===== src/rtl/mac_row_feeder_pkg.sv =====
// mac_row_feeder shared types.
// FSM state encoding and row instruction codes.
package mac_row_feeder_pkg;

  typedef enum logic [2:0] {
    S_IDLE,
    S_LOAD,
    S_GAP,
    S_EXEC,
    S_DRAIN
  } state_t;

  localparam logic [1:0] INST_NOP  = 2'b00;
  localparam logic [1:0] INST_LOAD = 2'b01;
  localparam logic [1:0] INST_EXEC = 2'b10;

endpackage


===== src/rtl/mac_row_feeder.sv =====
// Feeds one MAC row: loads a kernel of col weights once,
// then streams activations with registered data/instruction.
module mac_row_feeder #(
  parameter int bw     = 4,
  parameter int col    = 8,
  parameter int cnt_bw = 8
) (
  input  logic              clk,
  input  logic              reset,
  input  logic              start,
  input  logic [cnt_bw-1:0] num_act,
  input  logic [bw-1:0]     w_data,
  input  logic              w_valid,
  output logic              w_ready,
  input  logic [bw-1:0]     a_data,
  input  logic              a_valid,
  output logic              a_ready,
  output logic [bw-1:0]     out_w,
  output logic [1:0]        inst_w,
  output logic              busy,
  output logic              loaded,
  output logic              done
);

  import mac_row_feeder_pkg::*;

  localparam int CW = $clog2(col) + 1;
  localparam logic [CW-1:0] LAST = CW'(col - 1);
  localparam logic [CW-1:0] ONE_W = 1;
  localparam logic [cnt_bw-1:0] ONE_A = 1;

  state_t r_state, w_state_nxt;

  logic [CW-1:0]     r_wcnt, w_wcnt_nxt;
  logic [CW-1:0]     r_dcnt, w_dcnt_nxt;
  logic [cnt_bw-1:0] r_acnt, w_acnt_nxt;
  logic [cnt_bw-1:0] r_num, w_num_nxt;
  logic [cnt_bw-1:0] w_acnt_inc;
  logic              r_loaded, w_loaded_nxt;
  logic [bw-1:0]     r_out, w_out_nxt;
  logic [1:0]        r_inst, w_inst_nxt;

  assign w_acnt_inc = r_acnt + ONE_A;

  always_ff @(posedge clk or negedge reset) begin
    if (!reset) begin
      r_state <= S_IDLE;
    end else begin
      r_state <= w_state_nxt;
    end
  end

  always_ff @(posedge clk or negedge reset) begin
    if (!reset) begin
      r_wcnt   <= '0;
      r_dcnt   <= '0;
      r_acnt   <= '0;
      r_num    <= '0;
      r_loaded <= 1'b0;
      r_out    <= '0;
      r_inst   <= INST_NOP;
    end else begin
      r_wcnt   <= w_wcnt_nxt;
      r_dcnt   <= w_dcnt_nxt;
      r_acnt   <= w_acnt_nxt;
      r_num    <= w_num_nxt;
      r_loaded <= w_loaded_nxt;
      r_out    <= w_out_nxt;
      r_inst   <= w_inst_nxt;
    end
  end

  always_comb begin
    w_state_nxt  = r_state;
    w_wcnt_nxt   = r_wcnt;
    w_dcnt_nxt   = r_dcnt;
    w_acnt_nxt   = r_acnt;
    w_num_nxt    = r_num;
    w_loaded_nxt = r_loaded;
    w_out_nxt    = r_out;
    w_inst_nxt   = INST_NOP;
    w_ready      = 1'b0;
    a_ready      = 1'b0;
    done         = 1'b0;
    unique case (r_state)
      S_IDLE: begin
        if (start) begin
          w_num_nxt   = num_act;
          w_acnt_nxt  = '0;
          w_wcnt_nxt  = '0;
          w_dcnt_nxt  = '0;
          w_state_nxt = r_loaded ? S_EXEC : S_LOAD;
        end
      end
      S_LOAD: begin
        w_ready = 1'b1;
        if (w_valid) begin
          w_out_nxt  = w_data;
          w_inst_nxt = INST_LOAD;
          w_wcnt_nxt = r_wcnt + ONE_W;
          if (r_wcnt == LAST) begin
            w_loaded_nxt = 1'b1;
            w_state_nxt  = S_GAP;
          end
        end
      end
      S_GAP: begin
        w_state_nxt = S_EXEC;
      end
      S_EXEC: begin
        // num_act of zero falls straight through to DRAIN
        if (r_acnt == r_num) begin
          w_state_nxt = S_DRAIN;
        end else begin
          a_ready = 1'b1;
          if (a_valid) begin
            w_out_nxt  = a_data;
            w_inst_nxt = INST_EXEC;
            w_acnt_nxt = w_acnt_inc;
            if (w_acnt_inc == r_num) begin
              w_state_nxt = S_DRAIN;
            end
          end
        end
      end
      S_DRAIN: begin
        w_dcnt_nxt = r_dcnt + ONE_W;
        if (r_dcnt == LAST) begin
          done        = 1'b1;
          w_state_nxt = S_IDLE;
        end
      end
      default: begin
        w_state_nxt = S_IDLE;
      end
    endcase
  end

  assign out_w  = r_out;
  assign inst_w = r_inst;
  assign busy   = (r_state != S_IDLE);
  assign loaded = r_loaded;

endmodule


===== config.mk =====
export PLATFORM = sky130hd
export DESIGN_NAME = mac_row_feeder
export DESIGN_NICKNAME = d
export VERILOG_FILES = /design/src/rtl/mac_row_feeder_pkg.sv /design/src/rtl/mac_row_feeder.sv
export SDC_FILE = /design/constraint.sdc
export NUM_CORES = 1
export LEC_CHECK = 0
export ABC_CLOCK_PERIOD_IN_PS = 2100
export BUFFER_PORTS_ARGS = -buffer_cell sky130_fd_sc_hd__buf_2
export CORE_MARGIN = 1.5
export CORE_UTILIZATION = 35
export CTS_BUF_LIST = sky130_fd_sc_hd__clkbuf_8
export CTS_CLUSTER_SIZE = 8
export DETAILED_ROUTE_END_ITERATION = 6
export PLACE_DENSITY = 0.55
export SYNTH_ARGS = -nofsm -noshare
export SYNTH_HDL_FRONTEND = slang
export SYNTH_SLANG_ARGS = --single-unit

===== constraint.sdc =====
create_clock -name clk -period 2.1 [get_ports clk]
set_input_delay 0.42 -clock clk [delete_from_list [all_inputs] [get_ports clk]]
set_output_delay 0.42 -clock clk [all_outputs]
set_load 0.01 [all_outputs]

After elaboration in Yosys (flattened, before gate mapping) --
Cells that the tools add are included.
Storage, ports and cells: flip-flop bits (word level) 34, output and inout port bits 11, word-level logic and storage cells 70
Operators by class: equality and inequality tests 16, mux-type cells 30, reduce and logical (&&, ||, !) cells 13, add/subtract/negate cells 3
Operators by type and width (count):
- $mux 8 | 3
- $pmux 4 s2 | 3
- $mux 3 | 7
- $mux 4 | 5
- $eq 8x8->1 | 2
- $pmux 8 s2 | 1
- $pmux 3 s5 | 1
- $ne 2x2->1 const B | 6
- $add 4x1->4 const B | 2
- $add 8x1->8 const B | 1
- $eq 4x3->1 const B | 2
- $reduce_and 4->1 | 2
- $reduce_bool 2->1 | 4
- $eq 3x2->1 const B | 2
- $mux 1 | 6
- $mux 2 | 3
- $ne 3x3->1 const B | 2
- $reduce_and 3->1 | 2
- $reduce_and 6->1 | 1
- $pmux 2 s2 | 1
- $reduce_and 2->1 | 2
- $eq 3x1->1 const B | 1
- $eq 3x3->1 const B | 1
- $logic_not 3->1 | 1
- $reduce_bool 3->1 | 1

Logic depth before layout (Yosys ltp) --
Gate-level depths: netlist (run 1).
depth after elaboration 6, gate-level depth with buffers 7, mapped depth without buffers 6

Worst setup path after synthesis (run 1) --
No wires, ideal clock.
kind reg-to-reg, start point reg r_acnt[0], end point reg r_state[1], required time 1.953 ns, period minus slack after synthesis 2.013 ns, slack 0.087 ns, stages on the path, launching flop included 7, arrival time 1.866 ns, cells stage by stage dfrtp_1 > ha_1 > nand2_1 > or3_1 > a2111o_1 > o31ai_4 > a41oi_1
On the way: word-level cells in the longest chain between the ends 4
RTL lines:
- start, declared | line mac_row_feeder.sv:36 | logic [cnt_bw-1:0] r_acnt, w_acnt_nxt;
- start signal, assigned | line mac_row_feeder.sv:65 | r_acnt <= w_acnt_nxt;
- $add 8x1->8 | line mac_row_feeder.sv:43 | assign w_acnt_inc = r_acnt + ONE_A;
- $eq 8x8->1 | line mac_row_feeder.sv:120 | if (w_acnt_inc == r_num) begin
- $ne 3x3->1 (no source line)
- $reduce_and 6->1 (no source line)
- end signal, assigned | line mac_row_feeder.sv:49 | r_state <= w_state_nxt;
- end, declared | line mac_row_feeder.sv:32 | state_t r_state, w_state_nxt;
Parallel ways exist; a longest one is shown, timed or not. A chain may end at the register's enable or synchronous reset.

Worst setup path in the final report (run 1) --
start point reg r_acnt[1], end point out a_ready
On the way: word-level cells in the longest chain between the ends 3
RTL lines:
- $eq 8x8->1 | line mac_row_feeder.sv:112 | if (r_acnt == r_num) begin
- $mux 1 | line mac_row_feeder.sv:112
- $mux 1 | line mac_row_feeder.sv:85 | unique case (r_state)
- end, declared | line mac_row_feeder.sv:17 | output logic a_ready,
No other way between the ends.

==> flow_metrics.tcl, run 1 <==
set metrics [dict create \
    vias_per_cell 5.04 \
    groute.usage.overall 0.157 \
    drive_gt1_frac 0.296 \
    postLayoutCoreUtil 0.463 \
    synth_cell_types 50 \
    vias 1614 \
    min_period_ps 2020 \
    drt_wl_total_um 4230 \
    yosys.area_share.xor_xnor 0.0549 \
    critical_path_required_ps 1680 \
    core-area_um2 5200 \
    synth_compound_area_frac 0.180 \
    root_buffer "clkbuf_8" \
    p_sw_mw 1.25 \
    end_kind "primary output" \
    syn_inst 207 \
    seq_power_share 0.351 \
    dp_hpwl_um 3070 \
    antenna_found_initial 0 \
    diodes 0 \
    fin_skew_ps 8.62 \
    timing.max_cap.violations 0 \
    clkTransAtPathRegs_ps 70 \
    grt-ovfl-total 0 \
    cts_max_level 2 \
    ios 32 \
    final_area_um2 2410 \
    r2r_cells 5 \
    drt_iter0_drc 66 \
    worst-setup-path-type "flip-flop to primary output" \
    clock_path_buffers 2 \
    layout_common_cells "42 x nand2_1, 32 x dfrtp_1, 31 x buf_2, 14 x buf_4, 13 x nor2_1" \
    synth.net_count 231 \
    avgSynthCellArea_um2 9.25 \
    fillers 522 \
    instances_no_fill 320 \
    finalHoldViolations 0 \
    ys_ff_latch 34 \
    setup-tns-final_ps 0 \
    ant_nets 0 \
    wire_per_inst_um 13.2 \
    period_share 0.961 \
    max-slew-margin-rel 0.488 \
    grt_pass1_vias 1560 \
    reg2reg_slack_ps 100 \
    placed_cell_area_um2 2200 \
    arrival_ps 1600 \
    drc_errors 0 \
    rsz0062_at_grt "false" \
    hold_ws_ps 205 \
    firstDrtPassIters 4 \
    power_leakage_nw 1.13 \
    status "finished clean" \
    synth-edff-count 0 \
    internal_power_mw 2.06 \
    setup_viol 0 \
    port_buffers 31 \
    timing.rr.end "r_state[1]$_DFFE_PN0P_" \
    grt_pass1_wl_um 7310 \
    clkPwrFrac 0.185 \
    setup_slack_ps 82.0 \
    synthArstFlopShare 1.00 \
    place_ws_ps 101 \
    slew_violations 0 \
    die_h_um 77.0 \
    ys_seq_area_frac 0.444 \
    rows 26 \
    comb_power_share 0.464 \
    r2r-start "r_acnt[6]$_DFFE_PN0P_" \
    dp.cells 310 \
    grt_start_max_net_pins 35 \
    design_power_total_mw 3.31 \
    fmax_ghz 0.496 \
    synth_mux_area_frac 0.0523 \
    ir_drop_v 0.000512 \
    worst_slew_pin_slew_ps 768 \
    syn_area_um2 1910 \
    power.density_nw_per_um2 1370 \
    synth_top_family_by_area "simple AND/OR/NAND/NOR gates" \
    die-width_um 77.0 \
    start_util 0.368 \
    dieArea_um2 5920 \
    path_max_fanout 6 \
    synth_ff_type "dfrtp_1" \
    final_common_cell "nand2_1" \
    gp_congestion 0.837 \
    cts_tree "yes" \
    area_growth_pct 25.8 \
    cts.sinks 34 \
    synth_warnings 0 \
    hold_class "input pin to asynchronous set/reset pin" \
    switching_share 0.377 \
    cts_buffers 5 \
    clock_latency_ps 290 \
    cp-start-kind "flip-flop" \
    synth-simple-area-share 0.215 \
    fin_nets 274 \
    synthAdderAreaFrac 0.0196 \
]
-- worst max-delay path: stages (launching register included) --
cell	delay, ps
dfrtp_1	390
buf_4	170
xnor2_2	150
and4_4	250
a21o_1	160
inv_2	60
buf_2	130
-- state kept, by name (all words and copies together), names as in the netlist --
name / count
r_dcnt: 4
r_state: 3
r_wcnt: 4
loaded: 1
inst_w: 2
r_num: 8
out_w: 4
r_acnt: 8
-- worst max path at each step --
stage	startpoint	depth (start not counted)	endpoint	slack, ps
2_1_floorplan	r_acnt[0]$_DFFE_PN0P_	6	r_state[1]$_DFFE_PN0P_	90
3_3_place_gp	r_acnt[0]$_DFFE_PN0P_	6	r_state[1]$_DFFE_PN0P_	140
3_5_place_dp	r_acnt[6]$_DFFE_PN0P_	5	r_state[1]$_DFFE_PN0P_	100
4_1_cts	r_acnt[5]$_DFFE_PN0P_	5	a_ready	7
5_1_grt	r_acnt[6]$_DFFE_PN0P_	5	r_state[1]$_DFFE_PN0P_	7
6_report	r_acnt[1]$_DFFE_PN0P_	6	a_ready	80
-- kinds of logic (layout without fill, tap and decap cells) --
family          count (synthesis)  in the layout
simple gates                   87             87
fa+ha+maj                       3              3
mux                             9              9
xor+xnor                       12             12
flops                          34             34
compound gates                 47             47
buf+inv                        15             58
-- cells in the mapped netlist (2+ instances only) --
master,n,area [µm²]
a21o_1,5,37.5
a21oi_1,7,35.0
a22o_1,2,17.5
a31o_1,3,26.3
a31oi_1,5,31.3
a41oi_1,2,17.5
and4_1,3,26.3
buf_2,3,15.0
clkbuf_1,6,22.5
dfrtp_1,34,851
ha_1,3,37.5
inv_1,3,11.3
inv_2,2,7.51
mux2_1,4,45.0
mux2_2,4,45.0
nand2_1,42,158
nand2b_1,4,25.0
nand3_1,6,30.0
nand3b_1,2,15.0
nand4_1,3,18.8
nor2_1,13,48.8
nor2b_1,3,18.8
nor3_1,3,15.0
nor3b_1,2,15.0
o21ai_0,3,15.0
o21ai_1,6,30.0
xnor2_1,8,70.1
xor2_1,4,35.0
-- what timing repair did --
| action | 4_1_cts | 5_1_grt |
|---|---|---|
| buffers inserted | 1 | 2 |
| pin swaps | 0 | 4 |
| hold buffers | 0 | 0 |
| resized for setup | 6 | 9 |
| endpoints found under the setup margin | 1 | 2 |
-- per-layer routing --
| layer | GRT usage | vias to the layer above | share of wire |
|---|---|---|---|
| li1 | - | 823 | - |
| met1 | 0.211 | 744 | 0.50 |
| met2 | 0.243 | 40 | 0.45 |
| met3 | 0.0321 | 7 | 0.037 |
| met4 | 0.0667 | 0 | 0.017 |
| met5 | 0 | - | 0 |
-- power groups by stage --
stage	sequential (mW)	clock [mW]	combinational [mW]
4_1_cts	1.14	0.628	1.47
5_1_grt	1.21	0.658	1.70
6_report	1.16	0.612	1.53
3_5_place_dp	1.15	0	1.41
3_3_place_gp	1.15	0	1.39
2_1_floorplan	1.10	0	1.02
-- area by class of cell --
class	count	area [µm²]	area share
Multi-Input combinational cell	158	1060	0.442
Sequential cell	34	853	0.354
Timing Repair Buffer	46	272	0.113
Tap cell	70	87.6	0.0364
Clock buffer	6	82.6	0.0343
Clock inverter	1	30.0	0.0125
Inverter	5	18.8	0.00779
Note: power is estimated with default switching activity, not from simulation.
==> run 2, diff against run 1 <==
--- a/config.mk
+++ b/config.mk
@@ -7,12 +7,14 @@
 export LEC_CHECK = 0
 export ABC_CLOCK_PERIOD_IN_PS = 2100
 export BUFFER_PORTS_ARGS = -buffer_cell sky130_fd_sc_hd__buf_2
-export CORE_MARGIN = 1.5
+export CORE_MARGIN = 1
 export CORE_UTILIZATION = 35
 export CTS_BUF_LIST = sky130_fd_sc_hd__clkbuf_8
 export CTS_CLUSTER_SIZE = 8
 export DETAILED_ROUTE_END_ITERATION = 6
 export PLACE_DENSITY = 0.55
+export SETUP_SLACK_MARGIN = 0.15
+export SKIP_LAST_GASP = 1
 export SYNTH_ARGS = -nofsm -noshare
 export SYNTH_HDL_FRONTEND = slang
 export SYNTH_SLANG_ARGS = --single-unit
==> run 2 against run 1 <==
Fmax up 3.8%. Sequential share of layout area decreased by 1.6 points. Routed wire length grew 6.0%. Critical path type unchanged. Critical endpoint unchanged.
==> flow_metrics.tcl, run 2 (same netlist as run 1, synthesis figures left out) <==
set metrics [dict create \
    place_ws_ps 74.7 \
    ir_drop_v 0.000534 \
    arrival_ps 1520 \
    rsz0062_at_grt "true" \
    timing.max_cap.violations 0 \
    power.density_nw_per_um2 1380 \
    min_period_ps 1940 \
    dp_hpwl_um 3120 \
    path_delay_family "flip-flops" \
    area_growth_pct 32.9 \
    die_h_um 76.0 \
    die-width_um 76.0 \
    crit_path_max_incr_delay_ps 460 \
    core-area_um2 5170 \
    slew_violations 0 \
    start_util 0.370 \
    fin_nets 287 \
    cts_max_level 2 \
    status "finished clean" \
    hold_class "input pin to asynchronous set/reset pin" \
    antenna_found_initial 0 \
    layout_common_cells "42 x nand2_1, 30 x buf_2, 27 x dfrtp_1, 27 x buf_4, 13 x nor2_1" \
    drt_wl_total_um 4490 \
    design_power_total_mw 3.50 \
    hold_ws_ps 79.7 \
    postLayoutCoreUtil 0.492 \
    fin_skew_ps 5.49 \
    vias 1688 \
    setup_viol 0 \
    final_common_cell "nand2_1" \
    groute.usage.overall 0.172 \
    ios 32 \
    crit_buf_inv 2 \
    rows 26 \
    diodes 0 \
    dp.cells 310 \
    ant_nets 0 \
    end_kind "primary output" \
    setup_slack_ps 156 \
    wire_per_inst_um 13.4 \
    largestRegisters "r_acnt x8, r_num x8" \
    firstDrtPassIters 4 \
    clkTransAtPathRegs_ps 70 \
    max-slew-margin-rel 0.722 \
    r2r-start "r_acnt[0]$_DFFE_PN0P_" \
    gp_congestion 0.877 \
    vias_per_cell 5.05 \
    r2r_cells 6 \
    drive_gt1_frac 0.356 \
    reg2reg_slack_ps 170 \
    drc_errors 0 \
    instances_no_fill 334 \
    grt_pass1_vias 1640 \
    grt-ovfl-total 0 \
    critical_path_required_ps 1680 \
    port_buffers 31 \
    cts_tree "yes" \
    power_leakage_nw 1.19 \
    worst-setup-path-type "flip-flop to primary output" \
    cts_buffers 5 \
    final_area_um2 2540 \
    cts.sinks 34 \
    period_share 0.926 \
    setup-tns-final_ps 0 \
    root_buffer "clkbuf_8" \
    finalHoldViolations 0 \
    crit_slowest_cell "dfrtp_2" \
    clock_latency_ps 290 \
    timing.rr.end "r_state[1]$_DFFE_PN0P_" \
    dieArea_um2 5770 \
    grt_pass1_wl_um 7820 \
    path_max_fanout 4 \
    clock_path_buffers 2 \
    cp-start-kind "flip-flop" \
    grt_start_max_net_pins 35 \
    drt_iter0_drc 101 \
    worst_slew_pin_slew_ps 416 \
    placed_cell_area_um2 2230 \
    fmax_ghz 0.514 \
    crit_chain "xnor2_2, and4_4, a21o_1, inv_2, buf_6" \
]
[run 2: changes by cell type in the layout (fill, tap and decap cells not counted), moves of 2 or more]
cell and delta:
xnor2_1 +2, xnor2_2 -2, buf_4 +13, inv_1 +2, dfrtp_1 -5, dfrtp_2 +5
[run 2: per-layer routing]
layer / share of wire / track usage / vias to the layer above
met5: 0 / 0 / -
met4: 0.018 / 0.0673 / 0
met3: 0.044 / 0.0386 / 7
met2: 0.45 / 0.276 / 43
met1: 0.48 / 0.225 / 791
li1: - / - / 847
[run 2: area by class of cell]
type,count,area (µm²)
Clock buffer,5,68.8
Clock inverter,3,37.5
Fill cell,496,2630
Inverter,5,18.8
Multi-Input combinational cell,158,1090
Sequential cell,34,860
Tap cell,70,87.6
Timing Repair Buffer,59,384
[run 2: power breakdown]
part	leakage (nW)	switching (mW)	internal, mW
Combinational	0.705	0.825	0.920
Sequential	0.427	0.260	0.908
Clock	0.0607	0.239	0.345
[run 2: how the worst max path moves through the flow]
| stage | depth (start not counted) | to | start | slack (ps) |
|---|---|---|---|---|
| 2_1_floorplan | 6 | r_state[1]$_DFFE_PN0P_ | r_acnt[2]$_DFFE_PN0P_ | 190 |
| 3_3_place_gp | 6 | r_state[1]$_DFFE_PN0P_ | r_acnt[1]$_DFFE_PN0P_ | 110 |
| 5_1_grt | 5 | a_ready | r_acnt[0]$_DFFE_PN0P_ | 80 |
| 3_5_place_dp | 6 | r_state[1]$_DFFE_PN0P_ | r_acnt[0]$_DFFE_PN0P_ | 70 |
| 6_report | 5 | a_ready | r_acnt[0]$_DFFE_PN0P_ | 160 |
| 4_1_cts | 5 | a_ready | r_acnt[7]$_DFFE_PN0P_ | 150 |
[run 2: timing repair]
item,in CTS,in global routing
buffers inserted,12,4
endpoints found under the setup margin,8,5
pin swaps,10,6
endpoints found under the hold margin,0,0
hold buffers,0,0
gates resized for setup,14,7
